===== config.mk =====
export PLATFORM = sky130hd
export DESIGN_NAME = fb_mem_arbiter_flat
export DESIGN_NICKNAME = d
export VERILOG_FILES = /design/src/rtl/fb_pkg.sv /design/src/rtl/fb_mem_arbiter_if.sv /design/src/rtl/fb_arb_pick.sv /design/src/rtl/fb_mem_arbiter.sv /design/src/flat_wrapper.sv
export SDC_FILE = /design/constraint.sdc
export NUM_CORES = 1
export LEC_CHECK = 0
export ABC_CLOCK_PERIOD_IN_PS = 3200
export CORE_ASPECT_RATIO = 1.75
export CORE_MARGIN = 2
export CORE_UTILIZATION = 28
export DETAILED_ROUTE_END_ITERATION = 12
export HOLD_SLACK_MARGIN = 0.1
export PLACE_DENSITY_LB_ADDON = 0.15
export SYNTH_ARGS = -nofsm -noshare
export SYNTH_HDL_FRONTEND = slang
export SYNTH_SLANG_ARGS = --single-unit

===== constraint.sdc =====
create_clock -name clk_i -period 3.2 [get_ports clk_i]
set_input_delay 0.32 -clock clk_i [delete_from_list [all_inputs] [get_ports clk_i]]
set_output_delay 0.32 -clock clk_i [all_outputs]
set_load 0.01 [all_outputs]

===== src/rtl/fb_pkg.sv =====
// Shared framebuffer geometry and arbiter types for the framebuffer memory path.
package fb_pkg;

    localparam int unsigned FB_W           = 320;
    localparam int unsigned FB_H           = 200;
    localparam int unsigned FB_PAGES       = 2;
    localparam int unsigned FB_TOTAL_BYTES = FB_PAGES * FB_W * FB_H;
    localparam int unsigned FB_ADDR_W      = $clog2(FB_TOTAL_BYTES);

    typedef enum logic {
        ARB_VID_PRI  = 1'b0,
        ARB_CPU_TURN = 1'b1
    } arb_state_e;

    typedef enum logic {
        OWN_VID = 1'b0,
        OWN_CPU = 1'b1
    } owner_e;

endpackage


===== src/rtl/fb_mem_arbiter_if.sv =====
// Bundles the scanout port, CPU port and BRAM port of the framebuffer arbiter.
interface fb_mem_arbiter_if #(
    parameter int unsigned ADDR_W = 17,
    parameter int unsigned DATA_W = 8
);

    logic              vid_req_i;
    logic              vid_urgent_i;
    logic [ADDR_W-1:0] vid_addr_i;
    logic              vid_gnt_o;
    logic              vid_rvalid_o;
    logic [DATA_W-1:0] vid_rdata_o;

    logic              cpu_req_i;
    logic              cpu_we_i;
    logic [ADDR_W-1:0] cpu_addr_i;
    logic [DATA_W-1:0] cpu_wdata_i;
    logic              cpu_gnt_o;
    logic              cpu_rvalid_o;
    logic [DATA_W-1:0] cpu_rdata_o;

    logic              err_o;

    logic              mem_en_o;
    logic              mem_we_o;
    logic [ADDR_W-1:0] mem_addr_o;
    logic [DATA_W-1:0] mem_wdata_o;
    logic [DATA_W-1:0] mem_rdata_i;

    // Arbiter side.
    modport slave (
        input  vid_req_i, vid_urgent_i, vid_addr_i,
        input  cpu_req_i, cpu_we_i, cpu_addr_i, cpu_wdata_i,
        input  mem_rdata_i,
        output vid_gnt_o, vid_rvalid_o, vid_rdata_o,
        output cpu_gnt_o, cpu_rvalid_o, cpu_rdata_o,
        output err_o,
        output mem_en_o, mem_we_o, mem_addr_o, mem_wdata_o
    );

    // Requesters and BRAM side.
    modport master (
        output vid_req_i, vid_urgent_i, vid_addr_i,
        output cpu_req_i, cpu_we_i, cpu_addr_i, cpu_wdata_i,
        output mem_rdata_i,
        input  vid_gnt_o, vid_rvalid_o, vid_rdata_o,
        input  cpu_gnt_o, cpu_rvalid_o, cpu_rdata_o,
        input  err_o,
        input  mem_en_o, mem_we_o, mem_addr_o, mem_wdata_o
    );

endinterface


===== src/rtl/fb_arb_pick.sv =====
// Combinational winner select: urgent video, then a forced CPU turn, then video, then CPU.
module fb_arb_pick
    import fb_pkg::*;
(
    input  logic       vid_req_i,
    input  logic       vid_urgent_i,
    input  logic       cpu_req_i,
    input  arb_state_e state_i,
    output logic       vid_win_o,
    output logic       cpu_win_o
);

    always_comb begin
        vid_win_o = 1'b0;
        cpu_win_o = 1'b0;
        if (vid_req_i && vid_urgent_i) begin
            vid_win_o = 1'b1;
        end else if (state_i == ARB_CPU_TURN && cpu_req_i) begin
            cpu_win_o = 1'b1;
        end else if (vid_req_i) begin
            vid_win_o = 1'b1;
        end else if (cpu_req_i) begin
            cpu_win_o = 1'b1;
        end
    end

endmodule


===== src/rtl/fb_mem_arbiter.sv =====
// Single-port framebuffer BRAM arbiter between scanout reads and CPU loads/stores,
// with a bounded video run to guarantee CPU progress and 1-cycle read latency.
module fb_mem_arbiter
    import fb_pkg::*;
#(
    parameter int unsigned ADDR_W         = fb_pkg::FB_ADDR_W,
    parameter int unsigned DATA_W         = 8,
    parameter int unsigned FB_TOTAL_BYTES = fb_pkg::FB_TOTAL_BYTES,
    parameter int unsigned MAX_VID_RUN    = 4
) (
    input  logic              clk_i,
    input  logic              rst_ni,
    fb_mem_arbiter_if.slave   bus
);

    localparam int unsigned     CntW      = $clog2(MAX_VID_RUN + 1);
    localparam logic [CntW-1:0] MaxRun    = CntW'(MAX_VID_RUN);
    localparam logic [ADDR_W:0] AddrLimit = (ADDR_W + 1)'(FB_TOTAL_BYTES);

    arb_state_e        state_q;
    logic [CntW-1:0]   run_cnt_q, run_cnt_d;
    owner_e            owner_q;
    logic              rd_q;
    logic              err_q;

    logic              pick_vid, pick_cpu;
    logic              vid_gnt, cpu_gnt, gnt_any;
    logic [ADDR_W-1:0] win_addr;
    logic              win_oor;
    logic              win_rd;

    fb_arb_pick u_pick (
        .vid_req_i    (bus.vid_req_i),
        .vid_urgent_i (bus.vid_urgent_i),
        .cpu_req_i    (bus.cpu_req_i),
        .state_i      (state_q),
        .vid_win_o    (pick_vid),
        .cpu_win_o    (pick_cpu)
    );

    // Grants are forced low while reset is asserted.
    always_comb begin
        vid_gnt  = pick_vid & rst_ni;
        cpu_gnt  = pick_cpu & rst_ni;
        gnt_any  = vid_gnt | cpu_gnt;
        win_addr = cpu_gnt ? bus.cpu_addr_i : bus.vid_addr_i;
        win_oor  = gnt_any && ({1'b0, win_addr} >= AddrLimit);
        win_rd   = vid_gnt | (cpu_gnt & ~bus.cpu_we_i);

        bus.vid_gnt_o   = vid_gnt;
        bus.cpu_gnt_o   = cpu_gnt;
        bus.mem_en_o    = gnt_any & ~win_oor;
        bus.mem_we_o    = cpu_gnt & bus.cpu_we_i & ~win_oor;
        bus.mem_addr_o  = gnt_any ? win_addr : '0;
        bus.mem_wdata_o = cpu_gnt ? bus.cpu_wdata_i : '0;
    end

    always_comb begin
        run_cnt_d = run_cnt_q;
        if (!bus.cpu_req_i || cpu_gnt) begin
            run_cnt_d = '0;
        end else if (vid_gnt && run_cnt_q != MaxRun) begin
            run_cnt_d = run_cnt_q + 1'b1;
        end
    end

    always_ff @(posedge clk_i or negedge rst_ni) begin
        if (!rst_ni) begin
            state_q   <= ARB_VID_PRI;
            run_cnt_q <= '0;
            owner_q   <= OWN_VID;
            rd_q      <= 1'b0;
            err_q     <= 1'b0;
        end else begin
            run_cnt_q <= run_cnt_d;
            owner_q   <= cpu_gnt ? OWN_CPU : OWN_VID;
            rd_q      <= win_rd;
            err_q     <= win_oor;
            unique case (state_q)
                ARB_VID_PRI: begin
                    if (run_cnt_d == MaxRun) state_q <= ARB_CPU_TURN;
                end
                ARB_CPU_TURN: begin
                    // Urgent video may keep winning; the turn is held until the CPU is served.
                    if (cpu_gnt || !bus.cpu_req_i) state_q <= ARB_VID_PRI;
                end
            endcase
        end
    end

    // BRAM data arrives in the response cycle, so rdata is steered by the registered tags.
    always_comb begin
        bus.vid_rvalid_o = rd_q && (owner_q == OWN_VID);
        bus.cpu_rvalid_o = rd_q && (owner_q == OWN_CPU);
        bus.err_o        = err_q;
        bus.vid_rdata_o  = (bus.vid_rvalid_o && !err_q) ? bus.mem_rdata_i : '0;
        bus.cpu_rdata_o  = (bus.cpu_rvalid_o && !err_q) ? bus.mem_rdata_i : '0;
    end

endmodule


===== src/flat_wrapper.sv =====
// flat-port wrapper written by rule: the top's interface ports become plain ports
module fb_mem_arbiter_flat import fb_pkg::*;
#(
    parameter int unsigned ADDR_W         = fb_pkg::FB_ADDR_W,
    parameter int unsigned DATA_W         = 8,
    parameter int unsigned FB_TOTAL_BYTES = fb_pkg::FB_TOTAL_BYTES,
    parameter int unsigned MAX_VID_RUN    = 4
)
  (clk_i, rst_ni, bus_vid_req_i, bus_vid_urgent_i, bus_vid_addr_i, bus_cpu_req_i, bus_cpu_we_i, bus_cpu_addr_i, bus_cpu_wdata_i, bus_mem_rdata_i, bus_vid_gnt_o, bus_vid_rvalid_o, bus_vid_rdata_o, bus_cpu_gnt_o, bus_cpu_rvalid_o, bus_cpu_rdata_o, bus_err_o, bus_mem_en_o, bus_mem_we_o, bus_mem_addr_o, bus_mem_wdata_o);
  fb_mem_arbiter_if #(.ADDR_W(ADDR_W), .DATA_W(DATA_W)) bus_i ();
  input  logic clk_i;
  input  logic rst_ni;
  input wire logic [$bits(bus_i.vid_req_i)-1:0] bus_vid_req_i;
  input wire logic [$bits(bus_i.vid_urgent_i)-1:0] bus_vid_urgent_i;
  input wire logic [$bits(bus_i.vid_addr_i)-1:0] bus_vid_addr_i;
  input wire logic [$bits(bus_i.cpu_req_i)-1:0] bus_cpu_req_i;
  input wire logic [$bits(bus_i.cpu_we_i)-1:0] bus_cpu_we_i;
  input wire logic [$bits(bus_i.cpu_addr_i)-1:0] bus_cpu_addr_i;
  input wire logic [$bits(bus_i.cpu_wdata_i)-1:0] bus_cpu_wdata_i;
  input wire logic [$bits(bus_i.mem_rdata_i)-1:0] bus_mem_rdata_i;
  output wire logic [$bits(bus_i.vid_gnt_o)-1:0] bus_vid_gnt_o;
  output wire logic [$bits(bus_i.vid_rvalid_o)-1:0] bus_vid_rvalid_o;
  output wire logic [$bits(bus_i.vid_rdata_o)-1:0] bus_vid_rdata_o;
  output wire logic [$bits(bus_i.cpu_gnt_o)-1:0] bus_cpu_gnt_o;
  output wire logic [$bits(bus_i.cpu_rvalid_o)-1:0] bus_cpu_rvalid_o;
  output wire logic [$bits(bus_i.cpu_rdata_o)-1:0] bus_cpu_rdata_o;
  output wire logic [$bits(bus_i.err_o)-1:0] bus_err_o;
  output wire logic [$bits(bus_i.mem_en_o)-1:0] bus_mem_en_o;
  output wire logic [$bits(bus_i.mem_we_o)-1:0] bus_mem_we_o;
  output wire logic [$bits(bus_i.mem_addr_o)-1:0] bus_mem_addr_o;
  output wire logic [$bits(bus_i.mem_wdata_o)-1:0] bus_mem_wdata_o;
  assign bus_i.vid_req_i = bus_vid_req_i;
  assign bus_i.vid_urgent_i = bus_vid_urgent_i;
  assign bus_i.vid_addr_i = bus_vid_addr_i;
  assign bus_i.cpu_req_i = bus_cpu_req_i;
  assign bus_i.cpu_we_i = bus_cpu_we_i;
  assign bus_i.cpu_addr_i = bus_cpu_addr_i;
  assign bus_i.cpu_wdata_i = bus_cpu_wdata_i;
  assign bus_i.mem_rdata_i = bus_mem_rdata_i;
  assign bus_vid_gnt_o = bus_i.vid_gnt_o;
  assign bus_vid_rvalid_o = bus_i.vid_rvalid_o;
  assign bus_vid_rdata_o = bus_i.vid_rdata_o;
  assign bus_cpu_gnt_o = bus_i.cpu_gnt_o;
  assign bus_cpu_rvalid_o = bus_i.cpu_rvalid_o;
  assign bus_cpu_rdata_o = bus_i.cpu_rdata_o;
  assign bus_err_o = bus_i.err_o;
  assign bus_mem_en_o = bus_i.mem_en_o;
  assign bus_mem_we_o = bus_i.mem_we_o;
  assign bus_mem_addr_o = bus_i.mem_addr_o;
  assign bus_mem_wdata_o = bus_i.mem_wdata_o;
  fb_mem_arbiter #(.ADDR_W(ADDR_W), .DATA_W(DATA_W), .FB_TOTAL_BYTES(FB_TOTAL_BYTES), .MAX_VID_RUN(MAX_VID_RUN)) u_core (.clk_i(clk_i), .rst_ni(rst_ni), .bus(bus_i));
endmodule

==> flow_metrics.env <==
export IMPL_status="finished clean"
export IMPL_path_cells="clkdlybuf4s50_1, nand2_1, a21oi_2, buf_4, a22o_1, clkdlybuf4s50_1"
export IMPL_fin_cells=233
export IMPL_drive_above_1_share_pct=5.37
export IMPL_path_class="in2out"
export IMPL_finalSetupViolCount=0
export IMPL_rsz0062_at_grt="false"
export IMPL_arrival_ns=2.38
export IMPL_crit_family="buffers and inverters"
export IMPL_io_pins=104
export IMPL_cts_max_level=1
export IMPL_n_antenna_cell=0
export IMPL_cts_max_path_buffers=2
export IMPL_rrSetupSlack_ns=1.80
export IMPL_cts_buffers_inserted=3
export IMPL_critPathLaunch="bus_cpu_req_i"
export IMPL_drc=0
export IMPL_tightest_slew_ns=0.646
export IMPL_async_reset_ff_share_pct=100
export IMPL_via_count=1212
export IMPL_grt_overflow=0
export IMPL_antenna_found_initial=0
export IMPL_dp_cells=229
export IMPL_place_area_um2=1880
export IMPL_period_needed_ns=2.70
export IMPL_crit_required_ns=2.88
export IMPL_grt_max_degree=24
export IMPL_max_freq_mhz=371
export IMPL_slowest_delay_ns=0.58
export IMPL_drtPass1Iterations=4
export IMPL_r2r_start="u_core.run_cnt_q[0]"
export IMPL_power_density_nw_per_um2=212
export IMPL_fin_skew_ns=0.00288
export IMPL_reg2reg_depth=6
export IMPL_nNetsFinal=264
export IMPL_met3_length_um=411
export IMPL_wl_met2_um=1850
export IMPL_post_cts_buffers=0
export IMPL_numPortBuffers=103
export IMPL_dieHeight_um=75.8
export IMPL_dr_max_layer_used="met4"
export IMPL_ys_seq_area_share_pct=21.2
export IMPL_hpwl_um=2830
export IMPL_cp_start_kind="input port"
export IMPL_core_um2=2860
export IMPL_syn_inst=101
export IMPL_fp_row_count=26
export IMPL_detail_route_wirelength_um=3220
export IMPL_synth_edf_count=0
export IMPL_end_kind="primary output"
export IMPL_clkSinkCount=7
export IMPL_syn_area_um2=825
export IMPL_critical_path_endpoint="bus_mem_addr_o[14]"
export IMPL_crit_top_cell="clkdlybuf4s50_1"
export IMPL_grt_pass1_wl_um=4790
export IMPL_syn_area_per_cell_um2=8.16
export IMPL_cp_max_fo=23
export IMPL_synth_distinct_cells=32
export IMPL_finalHoldViolCount=0
export IMPL_wl_per_cell_um=13.8
export IMPL_p_sw_share_pct=26.4
export IMPL_stdcell_area_um2=1920
export IMPL_power_frac_seq_pct=22.9
export IMPL_ant_nets=0
export IMPL_regToRegEndpoint="u_core.state_q"
export IMPL_slew_headroom_pct=56.8
export IMPL_syn_num_nets=159
export IMPL_gp_congestion=0.845
export IMPL_first_iter_violations=15
export IMPL_power_switching_w=0.000108
export IMPL_clock_latency_ns=0.23
export IMPL_power_frac_clock_pct=30.7
export IMPL_cts_hold_buf=0
export IMPL_cp_slowest_cell="clkdlybuf4s50_1"
export IMPL_syn2layout_area_growth_pct=133
export IMPL_drv_cap=0
export IMPL_synth_main_ff_cell="dfrtp_1"
export IMPL_period_share_pct=84.3
export IMPL_clk_pin_slew_ns=0.04
export IMPL_p_int_w=0.000301
export IMPL_cts_root_buf="clkbuf_8"
export IMPL_p_leak_nw=0.783
export IMPL_grt_usage_pct=18.9
export IMPL_yosysWarnings=0
export IMPL_cts_resized_gates=0
export IMPL_min_path_type="in2async"
export IMPL_grt_pass1_vias=1107
export IMPL_ir_drop_mv=0.154
export IMPL_cp_depth=6
export IMPL_drv_slew=0
export IMPL_p_comb_share_pct=46.3
export IMPL_met1_length_um=898
export IMPL_viasPerCell=5.20
export IMPL_start_util_pct=28.8
export IMPL_synth_seq_cells=7
export IMPL_die_x_um=45.0
export IMPL_dieArea_um2=3410
export IMPL_path_buf_inv=3
export IMPL_cts_tree="built"
export IMPL_tns_ns=0
==> Yosys cell counts, types with 2 or more instances <==
cell	count	area share [%]
inv_1	3	1.4
nor2b_1	2	1.5
nor2_1	6	2.7
nand2_1	4	1.8
a22o_1	17	18
nand3_1	2	1.2
mux2i_1	2	2.4
ha_1	2	3.0
nand2b_1	2	1.5
dfrtp_1	7	21
o21ai_0	2	1.2
a21o_1	2	1.8
buf_4	2	1.8
nand4_1	4	3.0
buf_2	2	1.2
and2_1	26	20
==> layout make-up <==
class	instances	area (um2)
tap	28	35.0
inverter	3	11.3
sequential	7	175
fill	250	940
multi-input combinational	86	609
clock inverter	1	5.00
timing repair buffer	105	1050
clock buffer	3	41.3
==> power groups by stage <==
| stage | clock [W] | combinational, W | sequential, W |
|---|---|---|---|
| 2_1_floorplan | 0 | 0.0000596 | 0.0000943 |
| 3_3_place_gp | 0 | 0.000186 | 0.0000946 |
| 3_5_place_dp | 0 | 0.000190 | 0.0000949 |
| 4_1_cts | 0.000129 | 0.000190 | 0.0000937 |
| 5_1_grt | 0.000134 | 0.000203 | 0.0000938 |
| 6_report | 0.000126 | 0.000189 | 0.0000936 |
==> worst reg2reg max path: cells and delay by family (launching register included) <==
| kind | cells | cell delay, ns |
|---|---|---|
| flops | 1 | 0.40 |
| fa+ha+maj | 1 | 0.16 |
| simple gates | 2 | 0.29 |
| compound gates | 2 | 0.31 |
| buf+inv | 1 | 0.11 |
==> cells in the final DEF (no fill, tap or decap), types with 3 or more instances in the layout <==
master,count
a22o_1,17
and2_1,26
clkbuf_8,3
clkdlybuf4s50_1,103
dfrtp_1,7
inv_1,3
nand2_1,4
nand4_1,4
nor2_1,6
==> state kept, by name, indices dropped and copies added, names as in the netlist <==
name / cells
u_core.state_q: 1
u_core.run_cnt_q: 3
u_core.rd_q: 1
u_core.owner_q: 1
u_core.bus.err_o: 1
==> routing by layer <==
| layer | vias to the layer above | GRT usage (%) |
|---|---|---|
| li1 | 578 | - |
| met1 | 544 | 15.2 |
| met3 | 7 | 6.87 |
| met4 | 0 | 7.84 |
| met2 | 83 | 38.3 |
| met5 | - | 0 |
==> cells by family after synthesis <==
logic type                 Yosys count  synth area share [%]
AOI/OAI and AO/OA                   26                  26.4
xor gates and xnor gates             1                  1.06
adders and majority gates            2                  3.03
buffers and inverters                8                  4.85
DFF                                  7                  21.2
muxes                                2                  2.43
and+or+nand+nor                     55                  41.0
==> per-stage QoR <==
step / utilization [%] / setup slack, ns / total power (W) / hold slack (ns)
3_5_place_dp: 65.6 / 0.519 / 0.000284 / 0.588
4_1_cts: 67.2 / 0.507 / 0.000413 / 0.431
2_1_floorplan: - / 1.72 / 0.000154 / 0.0244
3_3_place_gp: 65.6 / 0.562 / 0.000281 / 0.569
6_report: 67.2 / 0.503 / 0.000409 / 0.433
5_1_grt: 67.2 / 0.356 / 0.000431 / 0.449
==> how the worst min path moves through the flow <==
stage,cells after the start,end,start,slack (ns)
after global routing,2,u_core.state_q,rst_ni,0.45
final,2,u_core.state_q,rst_ni,0.43
after CTS,2,u_core.state_q,rst_ni,0.43
after floorplan,0,u_core.bus.err_o,rst_ni,0.02
after global placement,2,u_core.run_cnt_q[1],u_core.run_cnt_q[1],0.57
after detailed placement,2,u_core.run_cnt_q[1],u_core.run_cnt_q[1],0.59
No activity file was read; power rests on OpenSTA's default activity.
